### config.mk
export PLATFORM = sky130hd
export DESIGN_NAME = pc_flow_ctrl
export DESIGN_NICKNAME = d
export VERILOG_FILES = /design/src/rtl/pc_flow_ctrl.sv
export SDC_FILE = /design/constraint.sdc
export NUM_CORES = 1
export LEC_CHECK = 0
export CAP_MARGIN = 30
export CORE_MARGIN = 4
export CORE_UTILIZATION = 60
export CTS_CLUSTER_DIAMETER = 60
export DETAILED_ROUTE_END_ITERATION = 7
export DONT_BUFFER_PORTS = 1
export HOLD_SLACK_MARGIN = 0.15
export PLACE_DENSITY = 0.83
export SYNTH_ARGS = -nofsm -noshare
export SYNTH_HDL_FRONTEND = slang
export SYNTH_SLANG_ARGS = --single-unit
export TNS_END_PERCENT = 10
### constraint.sdc
create_clock -name clk -period 3.65 [get_ports clk]
set_input_delay 0.365 -clock clk [delete_from_list [all_inputs] [get_ports clk]]
set_output_delay 0.365 -clock clk [all_outputs]
set_load 0.01 [all_outputs]
### src/rtl/pc_flow_ctrl.sv
// PC / fetch-control stage for the 16-bit WISC single-cycle core.
// Owns the program counter, the N/Z/V flag register and the halt latch; resolves B/BR/HLT.
module pc_flow_ctrl #(
  parameter logic [15:0] RESET_PC = 16'h0000,
  parameter logic [3:0]  HLT_OPC  = 4'hF
) (
  input  logic        clk,
  input  logic        rst_n,
  input  logic [15:0] instr,
  input  logic [15:0] rs_data,
  input  logic [2:0]  alu_nzv,
  input  logic        stall,
  output logic [15:0] pc,
  output logic [15:0] pc_plus2,
  output logic [2:0]  flags,
  output logic        branch_taken,
  output logic        hlt
);

  localparam logic [3:0] OPC_ADD = 4'h0;
  localparam logic [3:0] OPC_SUB = 4'h1;
  localparam logic [3:0] OPC_XOR = 4'h2;
  localparam logic [3:0] OPC_SLL = 4'h4;
  localparam logic [3:0] OPC_SRA = 4'h5;
  localparam logic [3:0] OPC_ROR = 4'h6;
  localparam logic [3:0] OPC_B   = 4'hC;
  localparam logic [3:0] OPC_BR  = 4'hD;

  logic [15:0] pc_r;
  logic [2:0]  flags_r;
  logic        halted_r;

  logic [15:0] nextPc_s;
  logic [2:0]  nextFlags_s;
  logic        nextHalted_s;
  logic [3:0]  opc_s;
  logic        condTrue_s;
  logic        isHlt_s;
  logic        isBranch_s;
  logic [15:0] branchOffs_s;

  // Branch condition against the registered {N,Z,V}; ALU results are never forwarded.
  function automatic logic evalCond(input logic [2:0] ccc, input logic [2:0] nzv);
    logic n, z, v;
    n = nzv[2];
    z = nzv[1];
    v = nzv[0];
    case (ccc)
      3'b000:  evalCond = ~z;
      3'b001:  evalCond = z;
      3'b010:  evalCond = ~z & ~n;
      3'b011:  evalCond = n;
      3'b100:  evalCond = z | (~z & ~n);
      3'b101:  evalCond = n | z;
      3'b110:  evalCond = v;
      3'b111:  evalCond = 1'b1;
      default: evalCond = 1'b0;
    endcase
  endfunction

  assign opc_s        = instr[15:12];
  assign condTrue_s   = evalCond(instr[11:9], flags_r);
  assign isHlt_s      = (opc_s == HLT_OPC);
  assign isBranch_s   = (opc_s == OPC_B) || (opc_s == OPC_BR);
  assign branchOffs_s = {{6{instr[8]}}, instr[8:0], 1'b0};

  assign pc           = pc_r;
  assign flags        = flags_r;
  assign pc_plus2     = pc_r + 16'd2;
  assign branch_taken = rst_n & isBranch_s & condTrue_s & ~halted_r;
  assign hlt          = halted_r | (rst_n & isHlt_s);

  // Next PC, flag and halt-latch selection.
  always_comb begin
    nextPc_s     = pc_plus2;
    nextFlags_s  = flags_r;
    nextHalted_s = halted_r;
    if (halted_r || isHlt_s) begin
      nextPc_s     = pc_r;
      nextHalted_s = halted_r | ~stall;
    end else if (stall) begin
      nextPc_s = pc_r;
    end else if ((opc_s == OPC_B) && condTrue_s) begin
      nextPc_s = pc_plus2 + branchOffs_s;
    end else if ((opc_s == OPC_BR) && condTrue_s) begin
      nextPc_s = rs_data;
    end else begin
      nextPc_s = pc_plus2;
    end

    // Shift/logic ops update Z only; N and V keep their previous values.
    if (!stall && !halted_r) begin
      case (opc_s)
        OPC_ADD, OPC_SUB: nextFlags_s = alu_nzv;
        OPC_XOR, OPC_SLL, OPC_SRA, OPC_ROR:
          nextFlags_s = {flags_r[2], alu_nzv[1], flags_r[0]};
        default: nextFlags_s = flags_r;
      endcase
    end else begin
      nextFlags_s = flags_r;
    end
  end

  // Architectural state registers.
  always_ff @(posedge clk or negedge rst_n) begin
    if (!rst_n) begin
      pc_r     <= RESET_PC;
      flags_r  <= 3'b000;
      halted_r <= 1'b0;
    end else begin
      pc_r     <= nextPc_s;
      flags_r  <= nextFlags_s;
      halted_r <= nextHalted_s;
    end
  end

endmodule

==> run metrics, run 1 <==
fmax=309.2 MHz; Top FF cell, synth=dfrtp_1; max-cap violations=0; DPL Wire Length=4.443 mm; Clock Tree Root=clkbuf_4; Core Util, Final=0.6751; # clock sinks=20; largest area contributor in the netlist=dfrtp_1; io pins=75; grt met1 use=0.3135; commonest non-fill, non-tap cells in the layout=nand2_1, a21oi_1, dfrtp_1, ha_1, inv_1; crit path max fanout=8; Worst-Skew Late Latency=0.30 ns; Starting DRT DRC Count=134; TritonCTS Buffers=3; Residual DRC=0; Mapped Area=2182 sq um; Vias=2067; largest net degree at the start of global routing=34; Area growth syn-to-layout=5.677%; Synth area leaders=dfrtp_1, ha_1, a21oi_1; H-tree depth=1; CP arrival=3.47 ns; GP Congestion=0.9381; Detail Route Antenna Nets=0; Pwr Density=749.2 nW/um^2; Die W=68.31 um; Core ar.=3416 sq um; Synth cell types=50; Seq cells post-synth=20; first-pass GRT wire length=9.370 mm; most common cell after layout, fill and taps aside=nand2_1; fill cell count=295; Tot GR Track Use=0.2631; status=finished, final reports clean; met3 Usage GRT=0.07225; Max Slew Vio Count=0; crit path launch type=flop; final WL=5.681 mm; slew margin rel.=0.3008; number of global-route vias before repair=2031; Fin. Hold Viols=0; Fin Setup TNS=0 ns; crit path capture type=flop; HP Class=in -> reg; routed wire length per instance=17.92 um; net count after synthesis=326; grt ovf=0; setup bufs post-CTS=0; Multi-input gate area=1583 sq um; drt first pass iters=4; layout cells sized above 1=0.06642; met2 usage=0.4657; Post-synth EDFFs=0; Worst EP required=3.88 ns; DIE HEIGHT=68.31 um; Setup Skew=0.009494 ns; sequential share of the synthesized area=0.2294; CTS tree=yes; top cell type's share of synthesized area=0.2294; Worst VDD drop=0.4245 mV; grt peak-use layer=met2; Initial Utilization=0.6388; via-per-instance ratio=6.521; Worst-path clk slew=0.11 ns; Core Rows=21; Reg area=500.5 sq um; Bufs on Longest Clock Path=2; die area=4666 sq um; Syn Inst Count=269; port bufs=0; antenna violations before repair=0; # nets final=330; period utilization=0.8862; Pleak=1.019 nW; Final min period=3.235 ns; post-cts sizing count=0; FFs w/ async S/R, synth=1.000; Ys Warns=0; setup violators final=0; crit path kind=reg -> reg; RSZ-0062 raised after global routing=no; Synth Area per Inst=8.112 sq um; worst slew pin tran=1.044 ns; antenna diode count=0
## critical path, cell delays in order, from the launching register on
cell	delay, ns
dfrtp_1	0.50
nand3_1	0.33
nor4_1	0.58
xnor2_1	0.27
ha_1	0.34
a21oi_1	0.17
o21ai_0	0.10
a21oi_1	0.17
a21oi_1	0.08
or4b_1	0.46
a31oi_1	0.16
## power by group
part | internal (mW) | leakage [nW] | switching [mW]
clock | 0.0385 | 0.0138 | 0.0653
sequential | 0.309 | 0.240 | 0.200
combinational | 0.465 | 0.766 | 0.650
## synthesized netlist by cell type, types with 2 or more instances
| library cell | instances |
|---|---|
| a311o_1 | 2 |
| o21ai_1 | 10 |
| ha_1 | 18 |
| xnor2_1 | 11 |
| and3_1 | 2 |
| inv_1 | 15 |
| and2_1 | 3 |
| nand2_1 | 30 |
| a21o_1 | 5 |
| nand2b_1 | 3 |
| nor2b_1 | 3 |
| nand3_1 | 10 |
| nor3b_1 | 2 |
| xor2_1 | 11 |
| mux2i_1 | 5 |
| nor4_1 | 4 |
| a21oi_1 | 25 |
| a31oi_1 | 3 |
| mux2_2 | 4 |
| a211oi_1 | 2 |
| clkbuf_1 | 6 |
| mux2_1 | 2 |
| buf_4 | 2 |
| o31ai_1 | 4 |
| o211ai_1 | 11 |
| nor3_1 | 8 |
| o21ai_0 | 9 |
| or3_1 | 3 |
| o22ai_1 | 2 |
| dfrtp_1 | 20 |
| o211a_1 | 2 |
| nor2_1 | 14 |
## metal layers
layer | vias to the layer above | routed length [um]
met4 | 0 | 89
met2 | 85 | 2810
li1 | 998 | -
met3 | 8 | 480
met5 | - | 0
met1 | 976 | 2301
## cell type report
type	count	share of cell area
multi-input cells	225	0.6864
flip-flops and latches	20	0.2170
repair buffers	8	0.03744
well taps	46	0.02496
inverters	15	0.02442
clock buffers	3	0.009767
## worst paths after layout
path	from	endpoint	slack [ns]	cells after the start
min in group asynchronous	rst_n	pc[14]$_DFFE_PN0P_	0.48	2
hold / removal	alu_nzv[2]	flags[2]$_DFFE_PN0P_	0.19	1
setup reg to reg	pc[3]$_DFFE_PN0P_	pc[15]$_DFFE_PN0P_	0.42	10
setup / recovery	pc[3]$_DFFE_PN0P_	pc[15]$_DFFE_PN0P_	0.42	10
max in group asynchronous	rst_n	pc[3]$_DFFE_PN0P_	3.03	2
hold reg to reg	halted_r$_DFFE_PN0P_	halted_r$_DFFE_PN0P_	0.57	1
## registers in the layout (all words and copies together) (netlist names)
name / cells
flags: 3
halted_r: 1
pc: 16
## metrics by stage
| step | hold WS [ns] | instances | power [mW] | cell area (sq um) | setup slack [ns] |
|---|---|---|---|---|---|
| floorplan | 0.06941 | 269 | 1.352 | 2182 | 0.7238 |
| global placement | 0.07025 | 310 | 1.574 | 2227 | 0.4935 |
| detailed placement | 0.07044 | 311 | 1.615 | 2238 | 0.4341 |
| CTS | 0.1855 | 316 | 1.731 | 2281 | 0.4145 |
| global route | 0.1771 | 317 | 1.904 | 2306 | 0.06600 |
| finish | 0.1874 | 317 | 1.728 | 2306 | 0.4154 |
## timing repair
item,4_1_cts,5_1_grt
hold buffers,2,0
setup endpoints to repair,0,0
endpoints found under the hold margin,22,0
## cell families after synthesis
kind of cell / Yosys count / share of synthesized area
AO/OA/AOI/OAI: 83 / 0.2426
XOR/XNOR: 23 / 0.09862
adder cells (fa/ha/maj): 19 / 0.1124
buffers and inverters: 24 / 0.04529
flip-flops: 20 / 0.2294
multiplexers: 11 / 0.05390
AND/OR/NAND/NOR: 89 / 0.2179
Power figures use the tool's default switching activity.
==> inputs of run 2 (changes only) <==
--- a/config.mk
+++ b/config.mk
@@ -6,6 +6,7 @@
 export NUM_CORES = 1
 export LEC_CHECK = 0
 export CAP_MARGIN = 30
+export CORE_ASPECT_RATIO = 0.75
 export CORE_MARGIN = 4
 export CORE_UTILIZATION = 60
 export CTS_CLUSTER_DIAMETER = 60
==> run 2 against run 1 <==
Cell area is 0.33% higher; flip-flop and latch count stayed put; sequential share of layout area is 0.070 points lower; clock-buffer cell count stayed put; clock power is 120% higher; utilization is 0.52 points higher; register-to-register slack worse by 0.11 ns; power is 5.7% higher; die area is 0.21% higher; global-route usage is 2.3 points lower; largest power group unchanged; first-iteration DRC count is 54% higher.
==> run metrics, run 2 (synthesized netlist as in run 1, its figures left out) <==
status=finished, final reports clean; post-cts sizing count=0; crit path kind=reg -> reg; first-pass GRT wire length=8.873 mm; WHS Endpoint=pc[14]$_DFFE_PN0P_; Most common cell on crit path=nand3_1; hold path start=instr[12]; Initial Utilization=0.6416; crit-path leading delay family=simple AND/OR/NAND/NOR gates; Critical Path Max Stage Delay=0.61 ns; Bufs on Longest Clock Path=2; HP Class=in -> reg; H-tree depth=1; Worst VDD drop=0.4763 mV; via-per-instance ratio=6.357; CTS tree=yes; CP cell instances=nand3_1 > nor4_1 > xnor2_1 > ha_1 > nand2_1 > nor2_1 > o211ai_1 > nand3_1 > or4b_1 > a31oi_1; slowest CP cell=nor4_1; Critical path buffers and inverters=0; setup bufs post-CTS=0; Fin Setup TNS=0 ns; crit path launch type=flop; metal2 WL=2.401 mm; # nets final=327; Tot GR Track Use=0.2398; Hold Path Stages=1; Area growth syn-to-layout=6.021%; DPL Wire Length=4.280 mm; Setup Skew=0.002638 ns; largest net degree at the start of global routing=35; TritonCTS Buffers=3; Clock Tree Root=clkbuf_8; FF-to-FF End=pc[15]$_DFFE_PN0P_; max-cap violations=0; Core ar.=3401 sq um; number of global-route vias before repair=1831; period utilization=0.9161; routed wire length per instance=17.66 um; Detail Route Antenna Nets=0; port bufs=0; antenna diode count=0; Largest register FFs=16; io pins=75; Pleak=1.019 nW; wl on met1=2.558 mm; reg-to-reg slack, setup=0.31 ns; DIE HEIGHT=60.23 um; GP Congestion=0.9897; Starting DRT DRC Count=206; Hold-fix buffers, CTS=1; crit path capture type=flop; worst slew pin tran=0.9654 ns; slew margin rel.=0.3543; most common cell after layout, fill and taps aside=nand2_1; met3 wire len=615 um; Core Rows=18; Max Slew Vio Count=0; RSZ-0062 raised after global routing=no; CP arrival=3.53 ns; Final min period=3.344 ns; drt first pass iters=5; fmax=299.1 MHz; Critical Path Start=pc[3]$_DFFE_PN0P_; crit path max fanout=8; Worst EP required=3.84 ns; setup violators final=0; number of cells after detailed placement=314; antenna violations before repair=0; layout cells sized above 1=0.06320; commonest non-fill, non-tap cells in the layout=nand2_1, a21oi_1, dfrtp_1, ha_1, inv_1; grt ovf=0; die area=4676 sq um; Pwr Density=789.0 nW/um^2; reg2reg start=pc[3]$_DFFE_PN0P_; # clock sinks=20; DR top layer=met4; Residual DRC=0; final WL=5.634 mm; Worst Reg-to-Reg Cells=10; Die W=77.64 um; Vias=2028; Worst-path clk slew=0.08 ns; Fin. Hold Viols=0; Worst-Skew Late Latency=0.27 ns; Post-Layout Cell Count=319
==> run 2: changes by cell type in the layout (fill, tap and decap cells not counted) <==
cell	change
clkbuf_4	-3
clkbuf_16	-1
buf_6	-1
clkbuf_8	+3
dlygate4sd3_1	-1
bufinv_16	+1
==> run 2: per-stage QoR <==
stage | area [sq um] | setup slack (ns) | power (mW) | hold WS, ns | util
floorplan | 2182 | 0.7238 | 1.352 | 0.06941 | -
global placement | 2225 | 0.4766 | 1.550 | 0.06999 | 0.6542
detailed placement | 2232 | 0.3964 | 1.578 | 0.06998 | 0.6564
CTS | 2313 | 0.3522 | 1.814 | 0.1880 | 0.6803
global route | 2313 | 0.003257 | 1.980 | 0.1919 | 0.6803
finish | 2313 | 0.3063 | 1.825 | 0.1905 | 0.6803
==> run 2: layout make-up <==
type / count / area [sq um]
Clock inverter: 1 / 30.03
Multi-Input combinational cell: 225 / 1583
Inverter: 15 / 56.30
Fill cell: 286 / 1087
Clock buffer: 3 / 41.29
Tap cell: 50 / 62.56
Timing Repair Buffer: 5 / 40.04
Sequential cell: 20 / 500.5
==> run 2: per-layer routing <==
metal | up-vias | track usage
li1 | 991 | -
met1 | 920 | 0.3284
met2 | 108 | 0.3854
met3 | 9 | 0.05422
met4 | 0 | 0.06091
met5 | - | 0
==> run 2: worst max path at each step <==
stage | slack [ns] | end | depth (start not counted)
after CTS | 0.35 | pc[15]$_DFFE_PN0P_ | 10
after detailed placement | 0.40 | pc[15]$_DFFE_PN0P_ | 10
after global routing | 0.003 | pc[15]$_DFFE_PN0P_ | 10
final | 0.31 | pc[15]$_DFFE_PN0P_ | 10
after global placement | 0.48 | pc[15]$_DFFE_PN0P_ | 10
after floorplan | 0.72 | pc[15]$_DFFE_PN0P_ | 9
==> run 2: power breakdown <==
| part | switching [mW] | total (mW) | internal, mW |
|---|---|---|---|
| Combinational | 0.643 | 1.09 | 0.449 |
| Sequential | 0.195 | 0.505 | 0.310 |
| Clock | 0.0818 | 0.228 | 0.147 |
| Total | 0.920 | 1.83 | 0.905 |
==> inputs of run 3 (changes only) <==
--- a/config.mk
+++ b/config.mk
@@ -7,7 +7,7 @@
 export LEC_CHECK = 0
 export CAP_MARGIN = 30
 export CORE_ASPECT_RATIO = 0.75
-export CORE_MARGIN = 4
+export CORE_MARGIN = 3
 export CORE_UTILIZATION = 60
 export CTS_CLUSTER_DIAMETER = 60
 export DETAILED_ROUTE_END_ITERATION = 7
==> constraint.sdc (replaced) <==
create_clock -name clk -period 3.65 [get_ports clk]
set_input_delay 0.365 -clock clk [delete_from_list [all_inputs] [get_ports clk]]
set_output_delay 0.365 -clock clk [all_outputs]
set_load 0.1 [all_outputs]
==> run 3 against run 2 <==
Clock-buffer cell count unchanged; clock skew increased by 0.0039 ns; sequential share of layout area decreased by 3.5 points; via count increased by 12%; die area decreased by 5.8%; hold slack got worse by 0.011 ns; cell count increased by 8.2%; maximum frequency increased by 1.2%; global-route usage increased by 6.5 points; routed wire length increased by 19%.
==> run metrics, run 3 (synthesized netlist as in run 1, its figures left out) <==
status=finished, final reports clean; fmax=302.7 MHz; final WL=6.686 mm; reg-to-reg slack, setup=0.35 ns; Vias=2276; Worst path depth=11; Tot GR Track Use=0.3053; setup violators final=0; H-tree depth=1; largest net degree at the start of global routing=35; CP cell instances=ha_1 > nand2_1 > nor3_1 > xor2_4 > ha_1 > nand2_1 > nor2_1 > o211ai_1 > nand3_1 > or4b_1 > a31oi_1; GP Congestion=1.123; crit path max fanout=5; Bufs on Longest Clock Path=2; io pins=75; Critical Path Start=pc[2]$_DFFE_PN0P_; Core Rows=18; crit path launch type=flop; reg2reg start=pc[2]$_DFFE_PN0P_; crit path kind=reg -> reg; Setup Skew=0.006523 ns; Critical Path Max Stage Delay=0.51 ns; slowest CP cell=nor3_1; max-cap violations=0; routed wire length per instance=19.38 um; Core ar.=3378 sq um; post-cts sizing count=0; Initial Utilization=0.6459; Clock Tree Root=clkbuf_8; Multi-input gate area=1754 sq um; CP arrival=3.49 ns; # nets final=363; Worst EP required=3.84 ns; Starting DRT DRC Count=168; Reg area=503.0 sq um; Final min period=3.304 ns; fill cell count=213; drt first pass iters=4; HP Class=in -> reg; Post-Layout Cell Count=345; Worst Reg-to-Reg Cells=11; antenna violations before repair=0; crit-path leading delay family=simple AND/OR/NAND/NOR gates; DIE HEIGHT=58.23 um; setup bufs post-CTS=0; most common cell after layout, fill and taps aside=buf_4; Die W=75.64 um; die area=4404 sq um; via-per-instance ratio=6.597; Residual DRC=0; RSZ-0062 raised after global routing=no; port bufs=0; number of cells after detailed placement=339; number of global-route vias before repair=2152; Hold Path Stages=1; TritonCTS Buffers=3; Worst-path clk slew=0.08 ns; hold path start=instr[12]; Fin. Hold Viols=0; DPL Wire Length=5.013 mm; Area growth syn-to-layout=26.89%; Largest register FFs=16; Worst-Skew Late Latency=0.27 ns; CTS tree=yes; slew margin rel.=0.3655; Critical path buffers and inverters=0; antenna diode count=0; grt ovf=0; first-pass GRT wire length=10.31 mm; layout cells sized above 1=0.2295; crit path capture type=flop; worst slew pin tran=0.9518 ns; # clock sinks=20; commonest non-fill, non-tap cells in the layout=buf_4, nand2_1, a21oi_1, ha_1, dfrtp_1; Detail Route Antenna Nets=0; Max Slew Vio Count=0; period utilization=0.9052
-- run 3: changes by cell type in the layout (fill, tap and decap cells not counted), moves of 5 or more --
cell | before | now
buf_4 | 4 | 38
xor2_1 | 11 | 4
xnor2_1 | 11 | 5
xnor2_2 | 0 | 6
xor2_4 | 0 | 5
-- run 3: worst paths after layout --
| kind | to |
|---|---|
| worst max-delay path | pc[15]$_DFFE_PN0P_ |
| worst min-delay path | pc[14]$_DFFE_PN0P_ |
| worst max register to register | pc[15]$_DFFE_PN0P_ |
| worst min register to register | pc[2]$_DFFE_PN0P_ |
| max in group asynchronous | pc[0]$_DFFE_PN0P_ |
| min in group asynchronous | pc[14]$_DFFE_PN0P_ |
-- run 3: layout make-up --
type,instances,area share
multi-input cells,225,0.6335
flip-flops and latches,20,0.1817
repair buffers,41,0.1207
inverters,15,0.02033
well taps,40,0.01807
clock buffers,3,0.01491
clock inverters,1,0.01084
-- run 3: layer usage --
metal / vias up / track usage / wire [um]
met5: - / 0 / 0
met4: 0 / 0.07232 / 95
met3: 19 / 0.07279 / 711
met2: 139 / 0.5092 / 3146
met1: 1063 / 0.3991 / 2733
li1: 1055 / - / -
-- run 3: what timing repair did --
item                                    4_1_cts  5_1_grt
endpoints found under the hold margin        20        0
endpoints found under the setup margin        0        0
hold buffers                                  1        0
-- run 3: per-stage QoR --
step / area [sq um] / util / hold slack (ns) / setup slack [ns] / setup TNS, ns
2_1_floorplan: 2341 / - / 0.06941 / -0.5005 / -3.271
3_3_place_gp: 2641 / 0.7819 / 0.06999 / 0.4559 / 0
3_5_place_dp: 2660 / 0.7874 / 0.07005 / 0.3724 / 0
4_1_cts: 2741 / 0.8115 / 0.1803 / 0.3379 / 0
5_1_grt: 2769 / 0.8196 / 0.1670 / 0.1889 / 0
6_report: 2769 / 0.8196 / 0.1794 / 0.3460 / 0
-- run 3: worst register-to-register path: cells and delay by family, from the launching register on --
family | cells | cell delay [ns]
simple gates | 6 | 1.60
fa+ha+maj | 2 | 0.69
xor+xnor | 1 | 0.16
compound gates | 2 | 0.33
flops | 1 | 0.43
Power of run 3 is left out: the tool's default activity adds up to more than one toggle a clock period on the data nets, which glitch-free logic cannot reach.
